## src/rtl/rgb2bayer.sv

```systemverilog
// rgb2bayer: re-mosaics an RGB pixel stream into a Bayer raw stream; latency 2 cycles, no backpressure.
// Optional RGB2BAYER_RUNTIME_PAT_EN adds pat_sel, latched into the CFA phase on each vsync rising edge.
module rgb2bayer #(
   parameter int DATA_W  = 8,
   parameter int PATTERN = 0,
   parameter int IMG_W   = 640,
   parameter int IMG_H   = 480
) (
   input  logic              clk,
   input  logic              rst_n,
`ifdef RGB2BAYER_RUNTIME_PAT_EN
   input  logic [1:0]        pat_sel,
`endif
   input  logic              in_vsync,
   input  logic              in_href,
   input  logic [DATA_W-1:0] in_r,
   input  logic [DATA_W-1:0] in_g,
   input  logic [DATA_W-1:0] in_b,
   output logic              out_vsync,
   output logic              out_href,
   output logic [DATA_W-1:0] out_raw,
   output logic              line_err,
   output logic              frame_err
);

   localparam int             CW      = $clog2(IMG_W) + 1;
   localparam int             RW      = $clog2(IMG_H) + 1;
   localparam logic [CW-1:0]  COL_EXP = CW'(IMG_W);
   localparam logic [RW-1:0]  ROW_EXP = RW'(IMG_H);
   localparam logic [1:0]     PAT_RST = 2'(PATTERN);

   logic [CW-1:0]     col_q, col_d;
   logic [RW-1:0]     row_q, row_d;
   logic              href1_q, vsync1_q, er1_q, ec1_q;
   logic [DATA_W-1:0] r1_q, g1_q, b1_q;
   logic              href2_q, vsync2_q;
   logic [DATA_W-1:0] raw2_q, raw_d;
   logic              line_err_q, frame_err_q, seen_q;
   logic [1:0]        pat;
   logic              vs_rise, href_fall;

   // Stage-1 sync registers double as the previous-cycle samples for edge detection.
   assign vs_rise   = in_vsync & ~vsync1_q;
   assign href_fall = href1_q & ~in_href;

`ifdef RGB2BAYER_RUNTIME_PAT_EN
   logic [1:0] pat_q;
   always_ff @(posedge clk or negedge rst_n) begin
      if (!rst_n)       pat_q <= PAT_RST;
      else if (vs_rise) pat_q <= pat_sel;
   end
   assign pat = pat_q;
`else
   assign pat = PAT_RST;
`endif

   always_comb begin
      col_d = '0;
      if (in_href) col_d = (col_q == '1) ? col_q : col_q + CW'(1);
      // A vsync edge wins over a coincident href fall so the new frame starts on row 0.
      row_d = row_q;
      if (vs_rise)                        row_d = '0;
      else if (href_fall && row_q != '1)  row_d = row_q + RW'(1);
      case ({er1_q, ec1_q})
         2'b00:   raw_d = r1_q;
         2'b11:   raw_d = b1_q;
         default: raw_d = g1_q;
      endcase
      if (!href1_q) raw_d = '0;
   end

   always_ff @(posedge clk or negedge rst_n) begin
      if (!rst_n) begin
         col_q       <= '0;
         row_q       <= '0;
         href1_q     <= 1'b0;
         vsync1_q    <= 1'b0;
         er1_q       <= 1'b0;
         ec1_q       <= 1'b0;
         r1_q        <= '0;
         g1_q        <= '0;
         b1_q        <= '0;
         href2_q     <= 1'b0;
         vsync2_q    <= 1'b0;
         raw2_q      <= '0;
         line_err_q  <= 1'b0;
         frame_err_q <= 1'b0;
         seen_q      <= 1'b0;
      end else begin
         col_q    <= col_d;
         row_q    <= row_d;
         href1_q  <= in_href;
         vsync1_q <= in_vsync;
         er1_q    <= row_q[0] ^ pat[1];
         ec1_q    <= col_q[0] ^ pat[0];
         r1_q     <= in_r;
         g1_q     <= in_g;
         b1_q     <= in_b;
         href2_q  <= href1_q;
         vsync2_q <= vsync1_q;
         raw2_q   <= raw_d;
         if (href_fall && col_q != COL_EXP)          line_err_q  <= 1'b1;
         if (vs_rise && seen_q && row_q != ROW_EXP)  frame_err_q <= 1'b1;
         if (vs_rise)                                seen_q      <= 1'b1;
      end
   end

   assign out_vsync = vsync2_q;
   assign out_href  = href2_q;
   assign out_raw   = raw2_q;
   assign line_err  = line_err_q;
   assign frame_err = frame_err_q;

endmodule
```

## config.mk

```make
export PLATFORM = sky130hd
export DESIGN_NAME = rgb2bayer
export DESIGN_NICKNAME = d
export VERILOG_FILES = /design/src/rtl/rgb2bayer.sv
export SDC_FILE = /design/constraint.sdc
export NUM_CORES = 1
export LEC_CHECK = 0
export BUFFER_PORTS_ARGS = -buffer_cell sky130_fd_sc_hd__buf_2
export CORE_MARGIN = 1
export CORE_UTILIZATION = 45
export DETAILED_ROUTE_END_ITERATION = 8
export PLACE_DENSITY = 0.7
export SETUP_SLACK_MARGIN = 0.02
export SYNTH_ARGS = -nofsm -noshare
export SYNTH_HDL_FRONTEND = slang
export SYNTH_SLANG_ARGS = --single-unit
```

## constraint.sdc

```tcl
create_clock -name clk -period 1.9 [get_ports clk]
set_clock_uncertainty 0.15 [all_clocks]
set_input_delay 0.38 -clock clk [delete_from_list [all_inputs] [get_ports clk]]
set_output_delay 0.38 -clock clk [all_outputs]
set_load 0.03 [all_outputs]
```

==> metrics.txt <==
CTS clock-pin slew for the worst setup and hold paths=70 ps; cell taking the most area after synthesis=dfrtp_1; Netlist cell types=between 40 and 50; Synth async-reset ratio=1.000; cell depth of the worst min-delay path=1; # diodes=0; syn_area_per_cell=11.83 µm²; # placed instances=about 320; CP required=~2000 ps; Area contributors post-synth=dfrtp_1 (62%), ha_1 (3.0%), o21ai_0 (2.8%); VDD IR max=between 0.5 and 0.6 mV; fin crit share=0.9363; Slew @ Worst Pin=around 420 ps; share of the synthesized area in the top cell type=0.6244; final setup vio count=0; Net Count, Synth=between 200 and 250; DIE AREA=roughly 5800 µm²; Die Width=76.31 µm; Antenna Nets Post-Route=0; Via density=5.133; CP startpoint kind=register; placement row count=26; area of the core=5205 µm²; Post-DP HPWL=3107 µm; clk_lat worst skew=between 300 and 400 ps; TritonRoute pass-1 iters=4; fin nets=321; CTS tree=done; Final Hold Fails=0; Syn-to-layout area delta=30.61%; status=completed; worst hold path class=input pin to register; TritonCTS buffer count=9; Initial Util=0.4774; Final Slew Violations=0; setup TNS=0 ps; I/O pins=40; Seq/Total Area, Yosys=0.6244; largest net degree at the start of global routing=between 60 and 70; Syn Inst Count=210; fillers=about 420; CTS Sinks=62; first-pass GRT wire length=8383 µm; Vias=approximately 1800; GPL Wtd Cong=between 0.7 and 0.8; Leakage=1.459 nW; Mapped Area=~2500 µm²; GRT overflow=0; wire length per cell=around 14 µm; max capacitance violation total=0; total power=approximately 2.8 mW; Arr. time, crit path=1890 ps; clock buffer depth=2; Top FF cell, synth=dfrtp_1; YS warnings=0; number of port buffers=39; Max Fclk=approximately 560 MHz; Setup Crit Path Kind=register to register; normalized max-slew margin=0.7146; WHS=approximately 18 ps; vias in the first global route=between 1500 and 2000; flops & latches, synth=a little over 60; all-layer global routing usage=0.1936; total setup buffers inserted after CTS=0; final std cells w/o fill=360; Reg2Reg Depth=6; nature of the critical path endpoint=register; EDFF count, synth=0; Die H=76.31 µm; Power Density=around 870 nW/µm²; CTS H-tree depth=3; layout cells sized above 1=0.2483; antenna violations before repair=0; violation count after the first detailed-route iteration=85; CP max FO=11; RSZ-0062 raised after global routing=false; Total Routed Length=5067 µm; min cycle time layout=around 1800 ps; DR DRC count=0; CTS root buf=clkbuf_8
kinds of logic after synthesis:
family          Yosys count  synth area share
simple gates             74            0.1707
buf+inv                  16           0.02568
flops                    62            0.6244
fa+ha+maj                 6           0.03021
mux                       2          0.008057
xor+xnor                  4           0.01410
compound gates           46            0.1269
area by class of cell:
type                    instances  area (µm²)  share of cell area
clock buffers                  10       137.6             0.04241
clock inverters                 4       25.02            0.007710
inverters                      10       37.54             0.01157
multi-input cells             132       888.4              0.2737
flip-flops and latches         62        1551              0.4780
well taps                      70       87.58             0.02699
repair buffers                 72       518.0              0.1596
synth_stat cells, drive strengths merged, types with 2 or more instances:
library cell / instances
o21a: 2
and4: 2
mux2i: 2
clkbuf: 5
nand2b: 4
nand4: 7
nor4b: 2
nor3: 4
or3: 7
o41ai: 2
xnor2: 3
dfrtp: 62
o21ai: 14
nor2: 9
a31o: 2
and2: 8
ha: 6
inv: 9
a22oi: 8
o31ai: 3
nand3: 8
nand2: 14
or4: 2
a21oi: 10
and3: 2
registers in the layout, summed over array words and instances (netlist names):
register   cells
b1_q           8
col_q         11
ec1_q          1
er1_q          1
frame_err      1
g1_q           8
href1_q        1
line_err       1
out_href       1
out_raw        8
out_vsync      1
r1_q           8
row_q         10
seen_q         1
vsync1_q       1
metal layers:
metal	track usage	vias to the layer above	wire length, µm
met1	0.2428	885	2422
met3	0.05868	14	183
met4	0.1231	0	127
met5	0	-	0
li1	-	906	-
met2	0.2919	43	2333
power breakdown:
part	switching (mW)	total [mW]	internal, mW
combinational	0.245	0.418	0.173
sequential	0.0379	1.44	1.40
clock	0.488	0.976	0.488
placed cells by master (no fill, tap or decap), drive strengths merged, types with 3 or more instances in the layout:
cell	instances
a21oi	10
a22oi	8
and2	8
buf	47
clkbuf	10
clkinv	3
dfrtp	62
dlygate4sd3	25
ha	6
inv	9
nand2	14
nand2b	4
nand3	8
nand4	7
nor2	9
nor3	4
o21ai	14
o31ai	3
or3	7
xnor2	3
worst max-delay path, stage by stage (launching register included):
cell and delay (ps):
dfrtp_1 380, ha_2 210, nand3_2 90, nor3_1 50, buf_4 170, or4_1 500
a21oi_1 150
per-stage QoR:
step / cell area (µm²) / utilization / worst slack [ps]
3_5_place_dp: 2814 / 0.5406 / 55.34
3_3_place_gp: 2814 / 0.5406 / 104.9
5_1_grt: 3246 / 0.6236 / 42.02
4_1_cts: 3227 / 0.6200 / 39.18
2_1_floorplan: 2485 / - / 180.6
6_report: 3246 / 0.6236 / 121.1
path summary, 6_finish.rpt:
kind	from	to	slack [ps]
max in group asynchronous	rst_n	line_err$_DFFE_PN0P_	910
worst min register to register	vsync1_q$_DFF_PN0_	out_vsync$_DFF_PN0_	250
worst min-delay path	in_vsync	vsync1_q$_DFF_PN0_	20
worst max-delay path	col_q[0]$_DFFE_PN0P_	col_q[9]$_DFFE_PN0P_	120
worst max register to register	col_q[0]$_DFFE_PN0P_	col_q[9]$_DFFE_PN0P_	120
min in group asynchronous	rst_n	out_raw[5]$_DFF_PN0_	430
repair_timing:
| action | CTS | global route |
|---|---|---|
| gates resized for setup | 0 | 3 |
| endpoints found under the hold margin | 86 | 0 |
| hold buffers | 25 | 0 |
| endpoints found under the setup margin | 0 | 2 |
Note: power is estimated with default switching activity, not from simulation.
